==> src/rtl/regfile_wb_pkg.sv <==
// Shared types for the regfile writeback arbiter: op codes, arbiter states and the
// registered regfile control bundle (sized by WB_W/WB_D, which the arbiter's W/D track).
package regfile_wb_pkg;

    localparam int WB_W = 8;
    localparam int WB_D = 3;

    typedef enum logic [2:0] {
        WR    = 3'd0,
        LDI   = 3'd1,
        CLR   = 3'd2,
        INC   = 3'd3,
        GETOV = 3'd4
    } wb_op_e;

    typedef enum logic {
        ARB  = 1'b0,
        LOCK = 1'b1
    } arb_state_e;

    typedef struct packed {
        logic            RegWrite;
        logic            ClearReg;
        logic            IncReg;
        logic            OvToReg;
        logic            LoadImm;
        logic [WB_D-1:0] writeReg;
        logic [WB_W-1:0] writeValue;
        logic            ovValue;
    } wb_bundle_t;

    function automatic logic op_is_legal(input logic [2:0] op);
        return op <= 3'd4;
    endfunction

endpackage

==> src/rtl/regfile_wb_arbiter_rr_picker.sv <==
// Round-robin one-hot picker: grants the first requester at or after ptr, wrapping at NREQ-1.
module rr_picker #(
    parameter int NREQ = 3,
    parameter int PW   = 2
) (
    input  logic [NREQ-1:0] req,
    input  logic [PW-1:0]   ptr,
    output logic [NREQ-1:0] grant
);

    // Walk offsets from farthest to nearest so the closest valid requester wins.
    always_comb begin
        grant = '0;
        for (int i = NREQ - 1; i >= 0; i--) begin
            for (int j = 0; j < NREQ; j++) begin
                if (((int'(ptr) + i) % NREQ) == j && req[j]) begin
                    grant    = '0;
                    grant[j] = 1'b1;
                end
            end
        end
    end

endmodule

==> src/rtl/regfile_wb_arbiter.sv <==
// Round-robin arbiter for the regfile write port with lockable grants and a registered control bundle.
// Optional REGFILE_WB_ARB_STATS_EN adds per-requester saturating stall counters on stall_cnt.
module regfile_wb_arbiter
    import regfile_wb_pkg::*;
#(
    parameter int NREQ = 3,
    parameter int W    = WB_W,
    parameter int D    = WB_D
) (
    input  logic              CLK,
    input  logic              RST_n,
    input  logic              HoldWB,
    input  logic [NREQ-1:0]   req_valid,
    input  logic [NREQ-1:0]   req_lock,
    input  logic [NREQ*3-1:0] req_op,
    input  logic [NREQ*D-1:0] req_addr,
    input  logic [NREQ*W-1:0] req_data,
    input  logic [NREQ-1:0]   req_ov,
    output logic [NREQ-1:0]   req_ready,
    output logic              RegWrite,
    output logic              ClearReg,
    output logic              IncReg,
    output logic              OvToReg,
    output logic              LoadImm,
    output logic [D-1:0]      writeReg,
    output logic [W-1:0]      writeValue,
    output logic              ovValue,
    output logic              illegal_op
`ifdef REGFILE_WB_ARB_STATS_EN
    ,
    output logic [NREQ*16-1:0] stall_cnt
`endif
);

    localparam int PW = $clog2(NREQ);

    arb_state_e      state_q, state_d;
    logic [PW-1:0]   ptr_q, ptr_d;
    logic [PW-1:0]   owner_q, owner_d;
    logic [NREQ-1:0] pick;
    logic [NREQ-1:0] ready;
    logic [PW-1:0]   gidx;
    logic            xfer_p0;
    logic [2:0]      op_p0;
    logic [D-1:0]    addr_p0;
    logic [W-1:0]    data_p0;
    logic            ov_p0;
    wb_bundle_t      bundle_p0, bundle_p1;
    logic            illegal_q;

    function automatic wb_bundle_t decode(input logic [2:0] op, input logic [D-1:0] addr,
                                          input logic [W-1:0] data, input logic ov);
        wb_bundle_t b;
        b = '0;
        if (op_is_legal(op)) begin
            b.RegWrite = 1'b1;
            b.writeReg = WB_D'(addr);
            case (wb_op_e'(op))
                WR:      b.writeValue = WB_W'(data);
                LDI: begin
                    b.LoadImm    = 1'b1;
                    b.writeValue = WB_W'(data);
                end
                CLR:     b.ClearReg = 1'b1;
                INC:     b.IncReg   = 1'b1;
                GETOV: begin
                    b.OvToReg = 1'b1;
                    b.ovValue = ov;
                end
                default: b = '0;
            endcase
        end
        return b;
    endfunction

    rr_picker #(.NREQ(NREQ), .PW(PW)) u_picker (
        .req   (req_valid),
        .ptr   (ptr_q),
        .grant (pick)
    );

    // Stage p0: grant selection and field mux of the granted requester.
    always_comb begin
        ready = '0;
        if (!HoldWB) begin
            if (state_q == ARB) begin
                ready = pick;
            end else begin
                for (int j = 0; j < NREQ; j++) begin
                    if (owner_q == PW'(j)) ready[j] = req_valid[j];
                end
            end
        end
        gidx    = '0;
        op_p0   = '0;
        addr_p0 = '0;
        data_p0 = '0;
        ov_p0   = 1'b0;
        for (int j = 0; j < NREQ; j++) begin
            if (ready[j]) begin
                gidx    = PW'(j);
                op_p0   = req_op[j*3 +: 3];
                addr_p0 = req_addr[j*D +: D];
                data_p0 = req_data[j*W +: W];
                ov_p0   = req_ov[j];
            end
        end
        xfer_p0   = |(ready & req_valid);
        bundle_p0 = xfer_p0 ? decode(op_p0, addr_p0, data_p0, ov_p0) : '0;
    end

    assign req_ready = ready;

    always_comb begin
        state_d = state_q;
        ptr_d   = ptr_q;
        owner_d = owner_q;
        if (!HoldWB) begin
            case (state_q)
                ARB: begin
                    if (xfer_p0) begin
                        ptr_d = (gidx == PW'(NREQ - 1)) ? '0 : gidx + PW'(1);
                        if (req_lock[gidx]) begin
                            state_d = LOCK;
                            owner_d = gidx;
                        end
                    end
                end
                LOCK: begin
                    // Owner dropping valid also releases the lock.
                    if (!xfer_p0 || !req_lock[gidx]) state_d = ARB;
                end
                default: state_d = ARB;
            endcase
        end
    end

    always_ff @(posedge CLK or negedge RST_n) begin
        if (!RST_n) begin
            state_q   <= ARB;
            ptr_q     <= '0;
            owner_q   <= '0;
            bundle_p1 <= '0;
            illegal_q <= 1'b0;
        end else begin
            state_q   <= state_d;
            ptr_q     <= ptr_d;
            owner_q   <= owner_d;
            bundle_p1 <= bundle_p0;
            if (xfer_p0 && !op_is_legal(op_p0)) illegal_q <= 1'b1;
        end
    end

    // Stage p1: registered regfile control bundle.
    assign RegWrite   = bundle_p1.RegWrite;
    assign ClearReg   = bundle_p1.ClearReg;
    assign IncReg     = bundle_p1.IncReg;
    assign OvToReg    = bundle_p1.OvToReg;
    assign LoadImm    = bundle_p1.LoadImm;
    assign writeReg   = D'(bundle_p1.writeReg);
    assign writeValue = W'(bundle_p1.writeValue);
    assign ovValue    = bundle_p1.ovValue;
    assign illegal_op = illegal_q;

`ifdef REGFILE_WB_ARB_STATS_EN
    logic [NREQ-1:0][15:0] stall_q;

    function automatic logic [15:0] sat_inc16(input logic [15:0] c, input logic inc);
        return (inc && c != 16'hFFFF) ? c + 16'd1 : c;
    endfunction

    always_ff @(posedge CLK or negedge RST_n) begin
        if (!RST_n) begin
            stall_q <= '0;
        end else begin
            for (int j = 0; j < NREQ; j++) begin
                stall_q[j] <= sat_inc16(stall_q[j], req_valid[j] & ~ready[j]);
            end
        end
    end

    assign stall_cnt = stall_q;
`endif

endmodule

==> config.mk <==
export PLATFORM = sky130hd
export DESIGN_NAME = regfile_wb_arbiter
export DESIGN_NICKNAME = d
export VERILOG_FILES = /design/src/rtl/regfile_wb_pkg.sv /design/src/rtl/regfile_wb_arbiter_rr_picker.sv /design/src/rtl/regfile_wb_arbiter.sv
export SDC_FILE = /design/constraint.sdc
export NUM_CORES = 1
export LEC_CHECK = 0
export CORE_MARGIN = 1
export CORE_UTILIZATION = 39
export CTS_CLUSTER_SIZE = 25
export DETAILED_ROUTE_END_ITERATION = 10
export MAX_ROUTING_LAYER = met4
export PLACE_DENSITY_LB_ADDON = 0.1
export SYNTH_ARGS = -nofsm -noshare
export SYNTH_HDL_FRONTEND = slang
export SYNTH_SLANG_ARGS = --single-unit
==> constraint.sdc <==
create_clock -name CLK -period 5.35 [get_ports CLK]
set_input_delay 1.605 -clock CLK [delete_from_list [all_inputs] [get_ports CLK]]
set_output_delay 1.605 -clock CLK [all_outputs]
set_load 0.03 [all_outputs]
After elaboration in Yosys (flattened, before gate mapping)
Index checks and enable logic that the tools add are counted.
Cells by class
  add/sub/neg operators: 3
  $mul: 0
  div/mod/pow operators: 3
  magnitude comparators: 2
  eq/ne operators: 13
  shifts and indexed selects: 0
  mux-type cells: 45
  bitwise gates (word level): 3
  reductions and logical operators: 24
Operators by type and width (number)
  32-bit by 2-bit == test with 1-bit output, second input constant: 3
  32-bit by 3-bit == test with 1-bit output, second input constant: 3
  32-bit zero test: 3
  32-bit by 3-bit modulo with 32-bit output, second input constant: 2
  3-bit 2-to-1 mux: 16
  17-bit 2-to-1 mux: 2
  3-bit by 3-bit modulo with 32-bit output, second input constant: 1
  8-bit 2-to-1 mux: 4
  1-bit 2-to-1 mux: 18
  1-bit logical AND: 10
  3-bit by 2-bit == test with 1-bit output, second input constant: 2
  2-bit 2-to-1 mux: 3
  5-bit OR reduction: 1
  2-bit == test, second input constant: 2
  4-bit AND reduction: 1
  2-bit by 1-bit adder with 3-bit output, second input constant: 1
  2-bit by 2-bit adder with 3-bit output, second input constant: 1
  3-bit bitwise AND: 1
  3-bit by 1-bit == test with 1-bit output, second input constant: 1
  3-bit == test, second input constant: 1
  3-bit less-or-equal comparator, second input constant: 1
  1-bit zero test: 3
  3-bit zero test: 1
  2-bit by 3-bit less-than comparator with 1-bit output, second input constant: 1
  10 further kinds: 11
Storage, ports and cells
  flip-flop bits (word level): 23
  bits in latches: 0
  bits in writable memories: 0
  ROM bits: 0
  bits of input ports: 54
  output and inout port bits: 21
  word-level logic and storage cells: 105
  memories kept: 0

Depth between registers and ports, before layout
  word-level depth: 23
  mapped depth: 10
  mapped depth without buffers: 9

By module
Synthesis repeated with hierarchy kept, for this count alone.
Unflattened totals
  cell total of the unflattened synthesis: 159
  area total of the unflattened synthesis: 1438.9 um2
By module, submodules not included
  regfile_wb_arbiter: instances 1, cells each 143, area an instance 1337.5 um2, seq. area each 575.6 um2
  rr_picker: instances 1, cells each 16, area an instance 101.3 um2, seq. area each 0.0 um2

Worst setup path before layout
OpenSTA, ideal clock, no wires.
  path type: input -> output
  start point: in req_valid[2]
  end point: out req_ready[0]
  arrival time: 2842 ps
  required time: 3745 ps
  slack: 903 ps
  stages: 5
  path buffers: 2
  path through: a211oi_1 o2111a_1 or2_1 buf_6 clkbuf_1
On the way
  cells in the longest elaborated chain, start to end: 10
  elaborated cells on any way between the ends: 12
  classes of those cells: mux (9); reduce/logical (3)
Ends and longest elaborated chain
  start, declared: RTL line regfile_wb_arbiter.sv:13  | input logic [NREQ-1:0] req_valid,
  1-bit logical AND: RTL line regfile_wb_arbiter_rr_picker.sv:16  | if (((int'(ptr) + i) % NREQ) == j && req[j]) begin
  3-bit 2-to-1 mux (6 in series): RTL line regfile_wb_arbiter_rr_picker.sv:16
  3-bit 2-to-1 mux (*): RTL line regfile_wb_arbiter_rr_picker.sv:16
  3-bit 2-to-1 mux (*): RTL line regfile_wb_arbiter.sv:86  | if (state_q == ARB) begin
  3-bit 2-to-1 mux (*): RTL line regfile_wb_arbiter.sv:85  | if (!HoldWB) begin
  end, declared: RTL line regfile_wb_arbiter.sv:19  | output logic [NREQ-1:0] req_ready,
Every way passes the cells marked *; elsewhere a longest branch is shown, timed or not.

Final worst setup path
  start point: in HoldWB
  end point: out req_ready[2]
On the way
  cells in the longest elaborated chain, start to end: 1
Ends and longest elaborated chain
  start, declared: RTL line regfile_wb_arbiter.sv:12  | input logic HoldWB,
  3-bit 2-to-1 mux: RTL line regfile_wb_arbiter.sv:85
Every way passes these cells.

==> metrics.txt <==
Max Cap Viol 0; met1 usage between 20% and 30%; CTS max path bufs 2; Avg Inst Size Synth between 10 and 15 µm²; fmax 200 MHz; Crit. End Element output port; Diodes inserted 0; post-synth top area share between 40% and 50%; post-route cell area 1970 µm²; syn nets 173; DRT iter0 DRCs 102; status finished, violations left; wire per inst 15.7 µm; startpoint types input pin; met2 Usage GRT a little over two fifths; busiest grt layer met2; crit-path most repeated cell clkdlybuf4s50_1; die area 3260 µm²; pin count of the biggest net entering global routing 24; router iterations before antenna repair 8; Seq/Total Area, Yosys 48.6%; Tightest Pin Transition roughly 1.0 ns; Starting Density 41.9%; HP Class reg -> reg; first-pass GRT wire length 5710 µm; Worst-path clk slew 0.13 ns; Ys Warns 0; max incr delay on CP 0.68 ns; Fin. Hold Viols 0; Via density 5.85; clock latency at the later pin of the worst-skew pair 0.31 ns; worst rel slew slack 32.4%; clock skew around 0.0038 ns; post-synthesis cell count 117; kind of critical path in -> out; setup TNS 0 ns; total CTS buffers 3; die height 57.1 µm; vias in the first global route roughly 1300; post-CTS setup buffer count 0; Tot GR Track Use 23.0%; HPWL Detailed 2700 µm; Post-Syn Area 1180 µm²; post-route antenna net violation count 0; total grt overflow 0; die width between 50 and 60 µm; Port Buffers 74; CTS tree yes; P&R area growth vs syn 65.9%; Worst EP arrival 3.40 ns; cell accounting for the most synthesized area dfrtp_1; most frequent cells in the layout clkdlybuf4s50_1, dfrtp_1, nor2_1; WHS Path Cells 1; library cells used by synthesis 38; core area approximately 2800 µm²; antenna violations before repair 0; crit-path max FO 8; Min Clock Period, post-route 5.00 ns; layout cells sized above 1 6.84%; Worst path slowest cell clkdlybuf4s50_1; Vias 1293; final worst path period share 93.5%; setup violators final 0; Detailed Route WL 3480 µm; main area contributors after synthesis dfrtp_1, a222oi_1, nor2_1, a21oi_1, ha_1; Global Route met3 Usage 4.08%; # IOs 75; nets roughly 250; peak supply drop ~0.00021 V; leakage 0.839 nW; H-tree levels 1; Pwr Density 412 nW/µm²; FF+latch count, synth 23; R2R depth 10; # clock sinks 23; data required time of the worst path 3.74 ns; most common cell after layout, fill and taps aside clkdlybuf4s50_1; Placed Area 1940 µm²; hold-fix buffers at CTS 0; Final Max Slew Viols 0; Post-route DRC 10; post_cts resized 0; RD Place Congestion ~0.8; Row Count 19; RSZ-0062 raised after global routing no; violated checks design-rule violations; fill count about 240; crit path cell chain clkdlybuf4s50_1 -> nand2b_1 -> a21o_1 -> inv_1 -> clkdlybuf4s50_1; Root Buffer clkbuf_4
-- cells by family (layout without fill, tap and decap cells) --
kind of cell,count (synthesis),in the layout,share of synthesized area [%]
AO/OA/AOI/OAI,41,41,28.3
adder cells (fa/ha/maj),2,2,2.11
buffers and inverters,13,86,5.28
flip-flops,23,23,48.6
AND/OR/NAND/NOR,38,38,15.7
-- cell type report --
type / count / area, µm² / area share, %
clock buffers: 3 / 22.5 / 1.15
clock inverters: 1 / 5.00 / 0.255
inverters: 5 / 18.8 / 0.955
multi-input cells: 81 / 547 / 27.8
flip-flops and latches: 23 / 576 / 29.3
well taps: 31 / 38.8 / 1.97
repair buffers: 77 / 758 / 38.6
-- metrics by stage --
step	std cells	worst slack [ns]	utilization (%)	total power, mW	hold WS, ns
2_1_floorplan	117	0.903	-	0.550	0.496
3_3_place_gp	217	0.421	68.5	0.718	0.447
3_5_place_dp	217	0.395	68.5	0.734	0.496
4_1_cts	221	0.384	69.5	0.814	0.525
5_1_grt	221	0.292	69.5	0.862	0.545
6_report	221	0.348	69.5	0.810	0.509
-- per-layer routing --
metal / wire length [µm] / vias up
met4: 14 / 0
met3: 312 / 3
met1: 1340 / 619
met2: 1810 / 69
met5: 0 / -
li1: - / 602
-- path summary, 6_finish.rpt --
| check | endpoint | slack, ns | startpoint |
|---|---|---|---|
| min in group asynchronous | ClearReg$_DFF_PN0_ | 1.84 | RST_n |
| max in group asynchronous | writeValue[4]$_DFF_PN0_ | 2.91 | RST_n |
| worst max-delay path | req_ready[2] | 0.35 | HoldWB |
| worst min register to register | illegal_op$_DFFE_PN0P_ | 0.51 | illegal_op$_DFFE_PN0P_ |
| worst min-delay path | illegal_op$_DFFE_PN0P_ | 0.51 | illegal_op$_DFFE_PN0P_ |
| worst max register to register | illegal_op$_DFFE_PN0P_ | 2.31 | ptr_q[0]$_DFFE_PN0P_ |
-- worst max-delay path, delay by kind of cell --
family | cells | cell delay, ns
compound gates | 1 | 0.22
buf+inv | 3 | 1.32
simple gates | 1 | 0.25
-- cells in the mapped netlist (all sizes together) --
cell	number
a21o	1
nor3	2
nor2	16
and2	1
nor3b	1
and3b	1
o31ai	1
or2	2
ha	2
o211ai	1
nand2	4
a21oi	5
o32a	1
a311oi	2
inv	5
nor4	1
o2111a	1
and3	2
o21ai	5
a2111oi	1
a222oi	13
a31oi	1
dfrtp	23
o21ba	3
nor2b	4
nand2b	2
a211oi	3
nand3	2
o22ai	1
a22oi	2
clkbuf	3
buf	5
-- where the power goes --
part | internal, mW | total, mW | switching, mW | leakage (nW)
Clock | 0.0279 | 0.0793 | 0.0514 | 0.0177
Sequential | 0.232 | 0.262 | 0.0298 | 0.299
Combinational | 0.206 | 0.470 | 0.264 | 0.523
-- sequential cells by signal, indices dropped and copies added (netlist names) --
signal,cells
ClearReg,1
RegWrite,1
ovValue,1
state_q,1
LoadImm,1
IncReg,1
illegal_op,1
ptr_q,2
writeValue,8
OvToReg,1
writeReg,3
owner_q,2
No activity file was read; power rests on OpenSTA's default activity.
